File: src/rtl/cmp_pkg.sv
// Shared definitions for the compressor datapath serial back end.
//   N_DST_DEFAULT : result columns per compressor word
//   ser_state_t   : result serializer FSM state
//   cnt_width()   : bit-counter width able to index n positions
package cmp_pkg;

  localparam int unsigned N_DST_DEFAULT = 35;

  typedef enum logic [1:0] {
    IDLE,
    SHIFT,
    LAST
  } ser_state_t;

  // Smallest width w with 2**w >= n, never below one bit.
  function automatic int unsigned cnt_width(input int unsigned n);
    return (n > 1) ? $clog2(n) : 1;
  endfunction

endpackage

File: src/rtl/piso_reg.sv
// Parallel-load, shift-right-by-one register. Bit 0 is the serial output;
// zeros enter at the top. A parallel load takes priority over a shift.
// Ports:
//   clk_i       clock
//   rst_i       synchronous active-high reset, clears the register
//   load_en_i   capture load_data_i
//   shift_en_i  shift right by one
//   load_data_i parallel word
//   sout_o      current bit 0
module piso_reg #(
  parameter int unsigned Width = 35
) (
  input  logic             clk_i,
  input  logic             rst_i,
  input  logic             load_en_i,
  input  logic             shift_en_i,
  input  logic [Width-1:0] load_data_i,
  output logic             sout_o
);

  logic [Width-1:0] shreg_d, shreg_q;

  always_comb begin
    shreg_d = shreg_q;
    if (load_en_i) begin
      shreg_d = load_data_i;
    end else if (shift_en_i) begin
      shreg_d = shreg_q >> 1;
    end
  end

  always_ff @(posedge clk_i) begin
    if (rst_i) begin
      shreg_q <= '0;
    end else begin
      shreg_q <= shreg_d;
    end
  end

  assign sout_o = shreg_q[0];

endmodule

File: src/rtl/result_serializer.sv
// Result serializer: captures the 35 compressor result columns on a load
// strobe into a holding register, moves the held word into a shifter as soon
// as the shifter is free, and emits it LSB-first on a one-bit valid/ready
// stream. The holding register lets the next word wait behind the one being
// shifted, so back-to-back words leave with no bubble.
// Ports:
//   clk, rst             clock; synchronous active-high reset
//   dst0..dst34          result columns, dst{k} is word bit k
//   load / load_ack      capture request / one-cycle acceptance pulse
//   load_ready           holding register is empty
//   sout, sout_valid     serial bit and its qualifier
//   sout_ready           downstream accepts the bit
//   sout_last            final bit of a word is on sout
//   busy                 shifter or holding register occupied
module result_serializer
  import cmp_pkg::*;
#(
  parameter int unsigned N_DST = N_DST_DEFAULT,
  parameter int unsigned CNT_W = cnt_width(N_DST)
) (
  input  logic clk,
  input  logic rst,
  input  logic dst0,
  input  logic dst1,
  input  logic dst2,
  input  logic dst3,
  input  logic dst4,
  input  logic dst5,
  input  logic dst6,
  input  logic dst7,
  input  logic dst8,
  input  logic dst9,
  input  logic dst10,
  input  logic dst11,
  input  logic dst12,
  input  logic dst13,
  input  logic dst14,
  input  logic dst15,
  input  logic dst16,
  input  logic dst17,
  input  logic dst18,
  input  logic dst19,
  input  logic dst20,
  input  logic dst21,
  input  logic dst22,
  input  logic dst23,
  input  logic dst24,
  input  logic dst25,
  input  logic dst26,
  input  logic dst27,
  input  logic dst28,
  input  logic dst29,
  input  logic dst30,
  input  logic dst31,
  input  logic dst32,
  input  logic dst33,
  input  logic dst34,
  input  logic load,
  output logic load_ack,
  output logic load_ready,
  output logic sout,
  output logic sout_valid,
  input  logic sout_ready,
  output logic sout_last,
  output logic busy
);

  localparam logic [CNT_W-1:0] LastIdx = CNT_W'(N_DST - 1);

  logic [N_DST_DEFAULT-1:0] dst_all;
  logic [N_DST-1:0]         dst_word;

  ser_state_t       state_d, state_q;
  logic [CNT_W-1:0] cnt_d, cnt_q;
  logic [N_DST-1:0] hold_d, hold_q;
  logic             hold_full_d, hold_full_q;
  logic             load_ack_d, load_ack_q;

  logic handshake;
  logic load_accept;
  logic xfer;
  logic shreg_load;
  logic shreg_shift;

  assign dst_all = {dst34, dst33, dst32, dst31, dst30, dst29, dst28, dst27, dst26, dst25,
                    dst24, dst23, dst22, dst21, dst20, dst19, dst18, dst17, dst16, dst15,
                    dst14, dst13, dst12, dst11, dst10, dst9, dst8, dst7, dst6, dst5,
                    dst4, dst3, dst2, dst1, dst0};
  assign dst_word = dst_all[N_DST-1:0];

  assign sout_valid = (state_q != IDLE);
  assign sout_last  = (state_q == LAST);
  assign handshake  = sout_valid && sout_ready;

  // Ready comes from the pre-edge flag, so a word leaving the holding register
  // on this edge still refuses a same-cycle load.
  assign load_ready  = !hold_full_q;
  assign load_accept = load && load_ready;

  // Refill the shifter when it is empty, or in the same edge that retires the
  // final bit of the current word (this is what removes the inter-word bubble).
  assign xfer = hold_full_q && ((state_q == IDLE) || ((state_q == LAST) && handshake));

  assign busy     = (state_q != IDLE) || hold_full_q;
  assign load_ack = load_ack_q;

  always_comb begin
    state_d     = state_q;
    cnt_d       = cnt_q;
    hold_d      = hold_q;
    hold_full_d = hold_full_q;
    load_ack_d  = load_accept;
    shreg_load  = 1'b0;
    shreg_shift = 1'b0;

    // load_accept needs an empty holder and xfer a full one, so they never
    // collide on the holding register.
    if (load_accept) begin
      hold_d      = dst_word;
      hold_full_d = 1'b1;
    end

    if (xfer) begin
      hold_full_d = 1'b0;
      shreg_load  = 1'b1;
      cnt_d       = '0;
      state_d     = (N_DST == 1) ? LAST : SHIFT;
    end else begin
      unique case (state_q)
        SHIFT: begin
          if (handshake) begin
            shreg_shift = 1'b1;
            cnt_d       = cnt_q + CNT_W'(1);
            if (cnt_d == LastIdx) begin
              state_d = LAST;
            end
          end
        end
        LAST: begin
          if (handshake) begin
            shreg_shift = 1'b1;
            state_d     = IDLE;
          end
        end
        default: ;
      endcase
    end
  end

  always_ff @(posedge clk) begin
    if (rst) begin
      state_q     <= IDLE;
      cnt_q       <= '0;
      hold_q      <= '0;
      hold_full_q <= 1'b0;
      load_ack_q  <= 1'b0;
    end else begin
      state_q     <= state_d;
      cnt_q       <= cnt_d;
      hold_q      <= hold_d;
      hold_full_q <= hold_full_d;
      load_ack_q  <= load_ack_d;
    end
  end

  piso_reg #(
    .Width (N_DST)
  ) u_piso_reg (
    .clk_i       (clk),
    .rst_i       (rst),
    .load_en_i   (shreg_load),
    .shift_en_i  (shreg_shift),
    .load_data_i (hold_q),
    .sout_o      (sout)
  );

endmodule

File: config.mk
export PLATFORM = sky130hd
export DESIGN_NAME = result_serializer
export DESIGN_NICKNAME = d
export VERILOG_FILES = /design/src/rtl/cmp_pkg.sv /design/src/rtl/piso_reg.sv /design/src/rtl/result_serializer.sv
export SDC_FILE = /design/constraint.sdc
export NUM_CORES = 1
export LEC_CHECK = 0
export CORE_AREA = 2 2 102 80
export CTS_CLUSTER_DIAMETER = 150
export DETAILED_ROUTE_END_ITERATION = 16
export DIE_AREA = 0 0 104 82
export PLACE_DENSITY = 0.73
export SYNTH_ARGS = -nofsm -noshare
export SYNTH_HDL_FRONTEND = slang
export SYNTH_SLANG_ARGS = --single-unit
File: constraint.sdc
create_clock -name clk -period 4.6 [get_ports clk]
set_input_delay 0.92 -clock clk [delete_from_list [all_inputs] [get_ports clk]]
set_output_delay 0.92 -clock clk [all_outputs]
set_load 0.02 [all_outputs]
==> qor.txt <==
Ranking of synthesized cells by area: dfxtp_1, nand2_1, a311oi_1
First-pass GRT wire length: 11600 um
Worst EP required: 4800 ps
Leak Pwr: 1.45 nW
Routed WL per cell: 12.2 um
Top-count cell post-synth: nand2_1
Layout area overhead: 21.2%
Vias in the first global route: 2646
Die Wd: 104 um
Number of flops mapped to enable cells by yosys: 0
Clk sinks: 80
Slew Viols, Final: 0
1st-pass router iterations: 6
Tmin final: 2820 ps
Seq/Total Area, Yosys: 48.5%
Post-Syn Area: 3300 sq um
Initial Util: 43.6%
Pwr/cell area: 384 nW/um^2
Max rail drop VDD: 0.000214 V
Worst EP arrival: 3020 ps
GR Util All Layers: 16.7%
Final hold vios: 0
Worst-path clk slew: 80 ps
Root buffer cell: clkbuf_8
CP Cell Sequence: clkdlybuf4s50_1, nor2b_2, buf_4, nand2_1, nand2_1, a311oi_1
Initial DRC Count: 138
Fraction of layout cells with a size suffix above 1: 6.46%
Max Freq: 0.355 GHz
PortBufs: 44
Critical path's slowest cell: nand2_1
Cell row count: 28
ANT cells: 0
Status: completed
Post-synth top area share: 48.5%
DRC Markers: 0
Antenna-violating nets left: 0
Clk_lat worst skew: 350 ps
Antenna violations before repair: 0
DR vias: 2854
Crit-path max FO: 38
Max stage delay on crit path: 720 ps
Synth area leader: dfxtp_1
Htree depth: 3
Ys async rst share: 0%
Fin Setup TNS: 0 ps
CP Launch Type: input port
Crit Path Class: in -> reg
Cts hold-fix bufs: 0
Post_cts resized: 0
Grt ovf: 0
CP bufs+invs: 2
Mapped Avg Cell Area: 7.88 sq um
Via/cell ratio: 5.15
Setup-failing EPs final: 0
Synth cell count leaders: nand2_1, dfxtp_1, nor2_1, a21oi_1, nand3_1
Nets@finish: 488
CTS tree: yes
YS warnings: 0
Distinct cells, synth: 31
Final wirelength: 6750 um
Syn nets: 463
Die height: 82 um
DP Wirelength: 4150 um
FF-to-FF setup slack: 2150 ps
Setup bufs post-CTS: 0
Largest net degree at the start of global routing: 70
Final core utilization: 52.9%
Bufs on Longest Clock Path: 2
IO Count: 45
Unrepaired setup endpoints after global routing: false
RePlAce Congestion: 0.753
Cts bufs inserted: 9
Die area: 8530 sq um
Core area: 7570 sq um
CP Capture Type: register
Layout Skew: 5.96 ps
Ratio of final minimum period to clock period: 61.2%
Max Cap Viol: 0
Leading register cell type out of synthesis: dfxtp_1
Worst slew pin tran: 1170 ps
Delay-heaviest family, CP: simple AND/OR/NAND/NOR gates
Worst hold path class: reg -> reg
Synth Register Bits: 80
Most used cell, CP: nand2_1
Synth Instances: 419
Rel. slew slack: 21.6%
worst min-delay path, stage by stage (launching register included):
cell and delay (ps):
dfxtp_1 310, nand2_1 50, a21oi_1 50
final timing paths:
path | startpoint | end | cells after the start
worst max-delay path | sout_ready | u_piso_reg.shreg_q[0] | 6
worst min-delay path | hold_q[34] | hold_q[34] | 2
worst max register to register | state_q[0] | u_piso_reg.shreg_q[0] | 7
worst min register to register | hold_q[34] | hold_q[34] | 2
through the flow:
step	hold WS, ps	instance area [sq um]	power, mW	setup slack [ps]	std cells
6_report	458	4000	1.54	1780	554
3_3_place_gp	445	3780	0.979	1430	538
4_1_cts	458	4000	1.55	1800	554
3_5_place_dp	447	3780	0.983	1430	538
5_1_grt	479	4000	1.61	1560	554
2_1_floorplan	437	3300	0.910	2640	419
report_power, final:
group / switching, mW / internal (mW) / total, mW / leakage [nW]
registers: 0.0273 / 0.745 / 0.772 / 0.656
clock network: 0.251 / 0.320 / 0.570 / 0.106
logic: 0.111 / 0.0831 / 0.195 / 0.687
total: 0.389 / 1.15 / 1.54 / 1.45
flip-flops by register name (all words and copies together), names as in the netlist:
signal              count
u_piso_reg.shreg_q     35
hold_q                 35
load_ack                1
state_q                 2
cnt_q                   6
hold_full_q             1
layout by cell type (no fill, tap or decap), types with 3 or more instances in the layout:
master	count
buf_4	5
nand2_1	113
dfxtp_1	80
ha_1	5
nor2_1	44
xnor2_1	3
a311oi_1	34
a21oi_1	38
nand3_1	37
clkdlybuf4s50_1	43
clkbuf_8	10
inv_1	7
layout make-up:
cell class,instances,area (sq um)
repair buffers,49,473
clock buffers,11,141
fillers,735,3570
inverters,7,26.3
multi-input cells,297,1550
flip-flops and latches,80,1600
well taps,105,131
clock inverters,5,80.1
metal layers:
metal,GRT usage [%],share of wire [%],vias to the layer above
li1,-,-,1481
met4,7.57,1.7,0
met1,19.4,48,1314
met2,29.7,47,48
met3,4.05,3.4,11
met5,0,0,-
cell families (layout without fill, tap and decap cells):
| family | Yosys count | after routing | synth area share, % |
|---|---|---|---|
| AO/OA/AOI/OAI | 78 | 78 | 16.7 |
| XOR/XNOR | 5 | 5 | 1.33 |
| adder cells (fa/ha/maj) | 5 | 5 | 1.90 |
| buffers and inverters | 42 | 72 | 4.81 |
| flip-flops | 80 | 80 | 48.5 |
| multiplexers | 1 | 1 | 0.303 |
| AND/OR/NAND/NOR | 208 | 208 | 26.5 |
No activity file was read; power rests on OpenSTA's default activity.
